<file path="src/rtl/cpu_pkg.sv">
// Shared fetch-side types and constants for the multicycle RV32 core.
package cpu_pkg;

  typedef enum logic [1:0] {
    S_REQ     = 2'd0,
    S_RSP     = 2'd1,
    S_OUT     = 2'd2,
    S_WAIT_PC = 2'd3
  } fetch_state_e;

  localparam logic [1:0] FETCH_OK       = 2'd0;
  localparam logic [1:0] FETCH_ACCESS   = 2'd1;
  localparam logic [1:0] FETCH_MISALIGN = 2'd2;

  localparam logic [31:0] RESET_PC_DEFAULT = 32'h8000_0000;

endpackage

</file>
<file path="src/rtl/ifu_fetch.sv">
// Instruction fetch unit: one memory read per architectural step, word held
// toward the decoder until accepted, then waits for write-back's next PC.
//
// state     | meaning
// S_REQ     | request pc from memory, hold until accepted
// S_RSP     | request accepted, waiting for read data
// S_OUT     | instruction (or fault) presented to decoder
// S_WAIT_PC | handed off, waiting for next PC from write-back
module ifu_fetch
  import cpu_pkg::*;
#(
  parameter logic [31:0] RESET_PC = RESET_PC_DEFAULT
) (
  input  logic        clk,
  input  logic        rst,
  output logic        mem_req_valid,
  input  logic        mem_req_ready,
  output logic [31:0] mem_req_addr,
  input  logic        mem_rsp_valid,
  input  logic [31:0] mem_rsp_data,
  input  logic        mem_rsp_err,
  output logic        ins_valid,
  input  logic        ins_ready,
  output logic [31:0] ins,
  output logic [31:0] ins_pc,
  output logic [1:0]  ins_fault,
  input  logic        pc_wen,
  input  logic [31:0] pc_next,
  output logic [31:0] fetch_cnt
);

  fetch_state_e state;
  logic         rst_q;
  logic [31:0]  pc;
  logic [31:0]  buf_q;
  logic [31:0]  ins_pc_q;
  logic [1:0]   fault_q;
  logic [31:0]  cnt_q;

  // rst_q keeps the request low for every cycle in which reset was applied,
  // without creating a combinational path from rst to the port.
  always_ff @(posedge clk) begin
    rst_q <= rst;
    if (rst) begin
      state    <= S_REQ;
      pc       <= RESET_PC;
      buf_q    <= '0;
      fault_q  <= FETCH_OK;
      ins_pc_q <= RESET_PC;
      cnt_q    <= '0;
    end else begin
      case (state)
        S_REQ: begin
          if (!rst_q && mem_req_ready) state <= S_RSP;
        end
        S_RSP: begin
          if (mem_rsp_valid) begin
            buf_q    <= mem_rsp_err ? 32'h0 : mem_rsp_data;
            fault_q  <= mem_rsp_err ? FETCH_ACCESS : FETCH_OK;
            ins_pc_q <= pc;
            state    <= S_OUT;
          end
        end
        S_OUT: begin
          if (ins_ready) begin
            cnt_q <= cnt_q + 32'd1;
            state <= S_WAIT_PC;
          end
        end
        S_WAIT_PC: begin
          if (pc_wen) begin
            pc <= pc_next;
            if (pc_next[1:0] != 2'b00) begin
              buf_q    <= '0;
              fault_q  <= FETCH_MISALIGN;
              ins_pc_q <= pc_next;
              state    <= S_OUT;
            end else begin
              state <= S_REQ;
            end
          end
        end
        default: state <= S_REQ;
      endcase
    end
  end

  assign mem_req_valid = (state == S_REQ) && !rst_q;
  assign mem_req_addr  = pc;
  assign ins_valid     = (state == S_OUT);
  assign ins           = buf_q;
  assign ins_pc        = ins_pc_q;
  assign ins_fault     = fault_q;
  assign fetch_cnt     = cnt_q;

endmodule

</file>
<file path="config.mk">
export PLATFORM = sky130hd
export DESIGN_NAME = ifu_fetch
export DESIGN_NICKNAME = d
export VERILOG_FILES = /design/src/rtl/cpu_pkg.sv /design/src/rtl/ifu_fetch.sv
export SDC_FILE = /design/constraint.sdc
export NUM_CORES = 1
export LEC_CHECK = 0
export ABC_CLOCK_PERIOD_IN_PS = 2800
export CAP_MARGIN = 20
export CORE_ASPECT_RATIO = 1.25
export CORE_MARGIN = 4
export CORE_UTILIZATION = 46
export CTS_BUF_LIST = sky130_fd_sc_hd__clkbuf_4 sky130_fd_sc_hd__clkbuf_8
export DETAILED_ROUTE_END_ITERATION = 10
export PLACE_DENSITY = 0.83
export SETUP_SLACK_MARGIN = 0.4
export SLEW_MARGIN = 25
export SYNTH_ARGS = -nofsm -noshare
export SYNTH_HDL_FRONTEND = slang
export SYNTH_SLANG_ARGS = --single-unit
</file>
<file path="constraint.sdc">
create_clock -name clk -period 2.8 [get_ports clk]
set_clock_uncertainty 0.2 [all_clocks]
set_input_delay 0.84 -clock clk [delete_from_list [all_inputs] [get_ports clk]]
set_output_delay 0.84 -clock clk [all_outputs]
set_load 0.02 [all_outputs]
</file>
# [After elaboration in Yosys (flattened, before gate mapping)]
# Index checks and enable logic that the tools add are counted.
[totals] input_bits=71 register_bits=133 wordCells=46 output_inout_bits=132
[op_classes] add_sub_neg=1 n_eq_ne=8 n_reduce_logical=10 n_mux=20
[ops] cell="$mux W32" count=7
[ops] cell="$pmux W32 S2" count=2
[ops] cell="$add A32 B1 Y32 const B" count=1
[ops] cell="$mux W2" count=8
[ops] cell="$ne A2 B2 Y1 const B" count=4
[ops] cell="$pmux W2 S4" count=1
[ops] cell="$reduce_and A4 Y1" count=2
[ops] cell="$eq A2 B2 Y1 const B" count=2
[ops] cell="$pmux W2 S2" count=1
[ops] cell="$reduce_and A2 Y1" count=2
[ops] cell="$reduce_bool A2 Y1" count=2
[ops] cell="$eq A2 B1 Y1 const B" count=1
[ops] cell="$logic_and A1 B1 Y1" count=2
[ops] cell="$logic_not A2 Y1" count=1
[ops] cell="$ne A2 B1 Y1 const B" count=1
[ops] cell="$logic_not A1 Y1" count=1
[ops] cell="$mux W1" count=1

# [Depth between registers and ports, before layout]
[logic_depth] depth_word=4 depth_mapped=7 ltp_nobuf=5

# [Worst setup path after synthesis]
# Ideal clock, no wire load.
[synth_timing] kind="input to register" from="input ins_ready" to="register cnt_q[20], in the netlist fetch_cnt[20]" stages=5 arrival_time_ns=2.211 required_ns=2.530 path_slack_ns=0.319 setup_ns=0.070 path_cell_list="nand4b_4 > or4_1 > buf_2 > or4_1 > a21oi_1"
[synth_via] elab_chain_len=1
[synth_lines] item="from (decl)" line_no="ifu_fetch.sv:23" text="input logic ins_ready,"
[synth_lines] item="$reduce_and A2 Y1 (no source line)"
[synth_lines] item="to (signal assigned)" line_no="ifu_fetch.sv:66" text="cnt_q <= cnt_q + 32'd1;"
[synth_lines] item="to (decl)" line_no="ifu_fetch.sv:38" text="logic [31:0] cnt_q;"
# Every way passes these cells.
# A chain may end at the register's enable or synchronous reset.

# [Worst setup path in the final report]
[layout_timing] from="input ins_ready" to="register cnt_q[27], in the netlist fetch_cnt[27]"
# Same word-level chain as after synthesis.

==> results list <==
* Status: finished, final reports clean
* Number of H-tree branching levels: 4
- Number of endpoints failing setup at the final stage: 0
- Setup slack on the worst reg-to-reg path comes out at about 0.47 ns.
- After the first detailed-routing iteration, the DRC count stood at 280.
- Reg2Reg Capture Point: fetch_cnt[20]$_SDFFE_PP0P_
* Count of flip-flops with a built-in enable after synthesis: 0
- Derived from the worst setup path, the maximum achievable clock frequency is 417.8 MHz.
- For this design the static power due to leakage is 3.174 nW.
- After floorplanning, the core was sized to cover 11,620 µm².
- Crit path max-delay cell type: sky130_fd_sc_hd__or4_4
- The portion of synthesized area spent on multiplexers is 0.008048.
- Core utilization of the finished layout: 0.6853
- In this run the cell area of the synthesized design comes to 5441 µm².
* CTS Root Buffer Type: sky130_fd_sc_hd__clkbuf_8
- Max-cap check violation count: 0
* Worst R2R Path Depth: 5
* Dominant combinational cell family by area after synthesis: simple AND/OR/NAND/NOR gates
* Number of buffers added on ports: 202
- Of the total synthesized cell area, the portion taken by XOR and XNOR cells is 0.01771.
* Dominant register cell in the synthesized netlist: sky130_fd_sc_hd__dfxtp_1
- CTS Buf Count: 17
* Endpoints failing hold: 0
* WP buf/inv: 2
* Min cycle time layout: ~2.4 ns
- The final layout contains 938 nets.
* Detailed placer's ending HPWL: 11,830 µm
- The sequential cells in the finished layout cover a total of 2675 µm².
* Detailed Route WL: roughly 17,000 µm
- Worst vdd ir: approximately 0.00035 V
- The number of antenna violations at the first check in global routing was 0.
* Number of synthesized register bits: 133
- Of the cells placed in the final design, the portion with a size suffix greater than 1 is 0.09215.
* Total via count in the routed design: 5,720
- Routability-driven placement finished with a final weighted congestion of between 0.8 and 0.9.
- Fillers: 984
* Final number of max-transition violations: 0
- STA classifies the critical path endpoint as a register.
* Distinct cells, synth: 39
* All-layer global routing usage: 0.2425
* Initial Util: 0.4684
- RSZ-0062 raised after global routing: true
* Clock transition at the register clock pins on the worst setup and hold paths after CTS: approximately 0.070 ns
* DIE HEIGHT: 129.6 µm
* Number of remaining DRC errors: 0
* Aggregate global routing overflow: 0
* CP endpoint: fetch_cnt[27]$_SDFFE_PP0P_
- RR Startpoint: fetch_cnt[8]$_SDFFE_PP0P_
- Type of the worst setup path: input pin to register
- Entering global routing, the biggest net connects 54 pins.
* Share of synthesized area occupied by flip-flops and latches: 0.4893
- On the worst path, the slowest cell contributes a delay of ~0.53 ns.
* Clock sink count: 133
- Dividing the detail-routed via count by the number of cells gives 5.500.
* CTS tree: built
- Post-synthesis net count: 747
- Simple-Gate Fraction of Synth Area: 0.2782
* Number of placement rows: 44
* Req. time, crit path: roughly 3.0 ns
- Of the total synthesized cell area, the portion taken by full adders, half adders and majority gates is 0.002299.
* Area fraction in compound gates after synthesis: 0.1577
* Combined area of the multi-input logic cells: 2566 µm²
- DIE AREA: 13,640 µm²
- The via count of the first global-routing pass is 5,499.
- ANT nets after route: 0
* Critical path, cell by cell: clkdlybuf4s15_1 -> buf_4 -> nand3b_4 -> or4_4 -> or4_1 -> a21oi_1
* Standard cell area after detailed placement: 7692 µm²
- In this run the horizontal extent of the chip is 105.3 µm.
- Type of the worst min-delay path: register to register
- Relative to the synthesized area, the layout overhead comes to 46.29%.
- In this run the count of I/O pins placed on the die edge is 203.
- For this run, the detailed router's first-pass iteration total came to 8.
- Proportion of register bits with asynchronous set or reset after synthesis: 0
* Total number of yosys warnings: 0
- Period utilisation layout: 0.8548
* Maximum fanout count along the critical path: 5
- After detailed routing, the average wire length per cell comes to 16.43 µm.
* Cts-stage hold buffer count: 0
- Sort of element at the start of the critical path: input pin
- Average cell area after synthesis: 8.061 µm²
* Number of instances in the synthesized netlist: 675
- The worst pin sits at a relative slew slack of 0.6189.
- Counting buffers and inverters, the worst setup path is 6 cells deep.
- The most critical setup path has its startpoint at ins_ready.
- Worst hold path depth: 2
* Tightest Pin Transition: 0.5716 ns
- 0 antenna diodes ended up in the layout.
* Post-route cell area: 7960 µm²
- Maximum clock path buffer count: 2
- At the later pin of the worst-skew pair, clock insertion delay measures 0.43 ns.
* Power per cell area: 505.6 nW/µm²
- On the critical path the largest part of the delay comes from simple AND/OR/NAND/NOR gates.
- First-pass GRT wire length: 27,030 µm
- For the worst setup path, the data arrival time is 2.54 ns.
## synthesized netlist by cell type, types with 4 or more instances
cell type / n / area, µm²
sky130_fd_sc_hd__nor2_1: 50 / 187.7
sky130_fd_sc_hd__or3_1: 8 / 50.05
sky130_fd_sc_hd__dfxtp_1: 133 / 2663
sky130_fd_sc_hd__o31ai_1: 12 / 90.09
sky130_fd_sc_hd__xnor2_1: 9 / 78.83
sky130_fd_sc_hd__nand2_1: 141 / 529.3
sky130_fd_sc_hd__nand4_1: 6 / 37.54
sky130_fd_sc_hd__inv_1: 8 / 30.03
sky130_fd_sc_hd__o21ai_0: 6 / 30.03
sky130_fd_sc_hd__clkbuf_1: 47 / 176.4
sky130_fd_sc_hd__or4_1: 16 / 120.1
sky130_fd_sc_hd__a21oi_1: 85 / 425.4
sky130_fd_sc_hd__a311oi_1: 31 / 271.5
sky130_fd_sc_hd__nor4_1: 4 / 25.02
sky130_fd_sc_hd__nand3_1: 76 / 380.4
sky130_fd_sc_hd__nor3_1: 7 / 35.03
## registers in the layout, indices dropped and copies added (netlist names)
register,flops
fetch_cnt,32
state,2
mem_req_addr,32
ins,32
ins_fault,2
ins_pc,32
rst_q,1
## how the worst min path moves through the flow
stage          slack, ns                       to                     from
6_report            0.25     ins[18]$_SDFFE_PP0P_     ins[18]$_SDFFE_PP0P_
5_1_grt             0.27  ins_pc[31]$_SDFFE_PP1P_  ins_pc[31]$_SDFFE_PP1P_
4_1_cts             0.25     ins[18]$_SDFFE_PP0P_     ins[18]$_SDFFE_PP0P_
3_5_place_dp        0.25     ins[10]$_SDFFE_PP0P_     ins[10]$_SDFFE_PP0P_
3_3_place_gp        0.24     ins[14]$_SDFFE_PP0P_     ins[14]$_SDFFE_PP0P_
2_1_floorplan       0.33      ins[0]$_SDFFE_PP0P_      ins[0]$_SDFFE_PP0P_
## metrics by stage
stage | setup slack [ns] | instances | hold slack [ns] | setup TNS, ns | power, mW
final | 0.4065 | 1040 | 0.2486 | 0 | 4.025
after global routing | 0.3687 | 1040 | 0.2709 | 0 | 4.189
after CTS | 0.2126 | 1038 | 0.2528 | 0 | 4.064
after detailed placement | -0.3496 | 1006 | 0.2459 | -4.049 | 2.524
after global placement | -0.2885 | 1006 | 0.2380 | -3.398 | 2.512
after floorplan | 0.3488 | 675 | 0.3302 | 0 | 2.249
## placed cells by master (no fill, tap or decap), types with 6 or more instances in the layout
cell | netlist | routed
sky130_fd_sc_hd__or3_1 | 8 | 8
sky130_fd_sc_hd__nor2_1 | 50 | 50
sky130_fd_sc_hd__nand3_1 | 76 | 74
sky130_fd_sc_hd__o31ai_1 | 12 | 12
sky130_fd_sc_hd__nand2_1 | 141 | 141
sky130_fd_sc_hd__clkbuf_8 | 0 | 19
sky130_fd_sc_hd__buf_4 | 2 | 19
sky130_fd_sc_hd__nor3_1 | 7 | 6
sky130_fd_sc_hd__o21ai_0 | 6 | 6
sky130_fd_sc_hd__dlygate4sd2_1 | 0 | 130
sky130_fd_sc_hd__dfxtp_1 | 133 | 127
sky130_fd_sc_hd__inv_1 | 8 | 8
sky130_fd_sc_hd__xnor2_1 | 9 | 9
sky130_fd_sc_hd__nand4_1 | 6 | 6
sky130_fd_sc_hd__or4_1 | 16 | 15
sky130_fd_sc_hd__clkdlybuf4s50_1 | 0 | 68
sky130_fd_sc_hd__a21oi_1 | 85 | 84
sky130_fd_sc_hd__a311oi_1 | 31 | 31
## layer usage
metal,GRT usage,up-vias,routed length [µm]
met2,0.4167,210,8805
li1,-,2756,-
met4,0.08031,0,249
met5,0,-,0
met3,0.06627,23,1116
met1,0.2951,2731,6918
## logic make-up after synthesis
logic type      Yosys count
flops                   133
compound gates          139
buf+inv                  63
simple gates            324
mux                       4
fa+ha+maj                 1
xor+xnor                 11
## report_power, final
part	internal (mW)	leakage (nW)	switching, mW
combinational	0.206	1.90	0.259
clock	0.871	0.199	0.708
sequential	1.94	1.08	0.0377
## final cells by class
cell class,instances,area share
flip-flops and latches,133,0.3361
multi-input cells,480,0.3224
repair buffers,226,0.2630
clock buffers,23,0.03662
well taps,161,0.02531
clock inverters,9,0.01289
inverters,8,0.003772
## worst min-delay path, delay by kind of cell, from the launching register on
family / cells / cell delay, ns
AOI/OAI and AO/OA: 1 / 0.05
DFF: 1 / 0.31
and+or+nand+nor: 1 / 0.05
## repair_timing
action | in CTS | in global routing
hold endpoints to repair | 0 | 0
pin swaps | 0 | 2
setup endpoints to repair | 150 | 28
gates cloned | 0 | 1
resized for setup | 138 | 13
buffers inserted | 0 | 1
No activity file was read; power rests on OpenSTA's default activity.
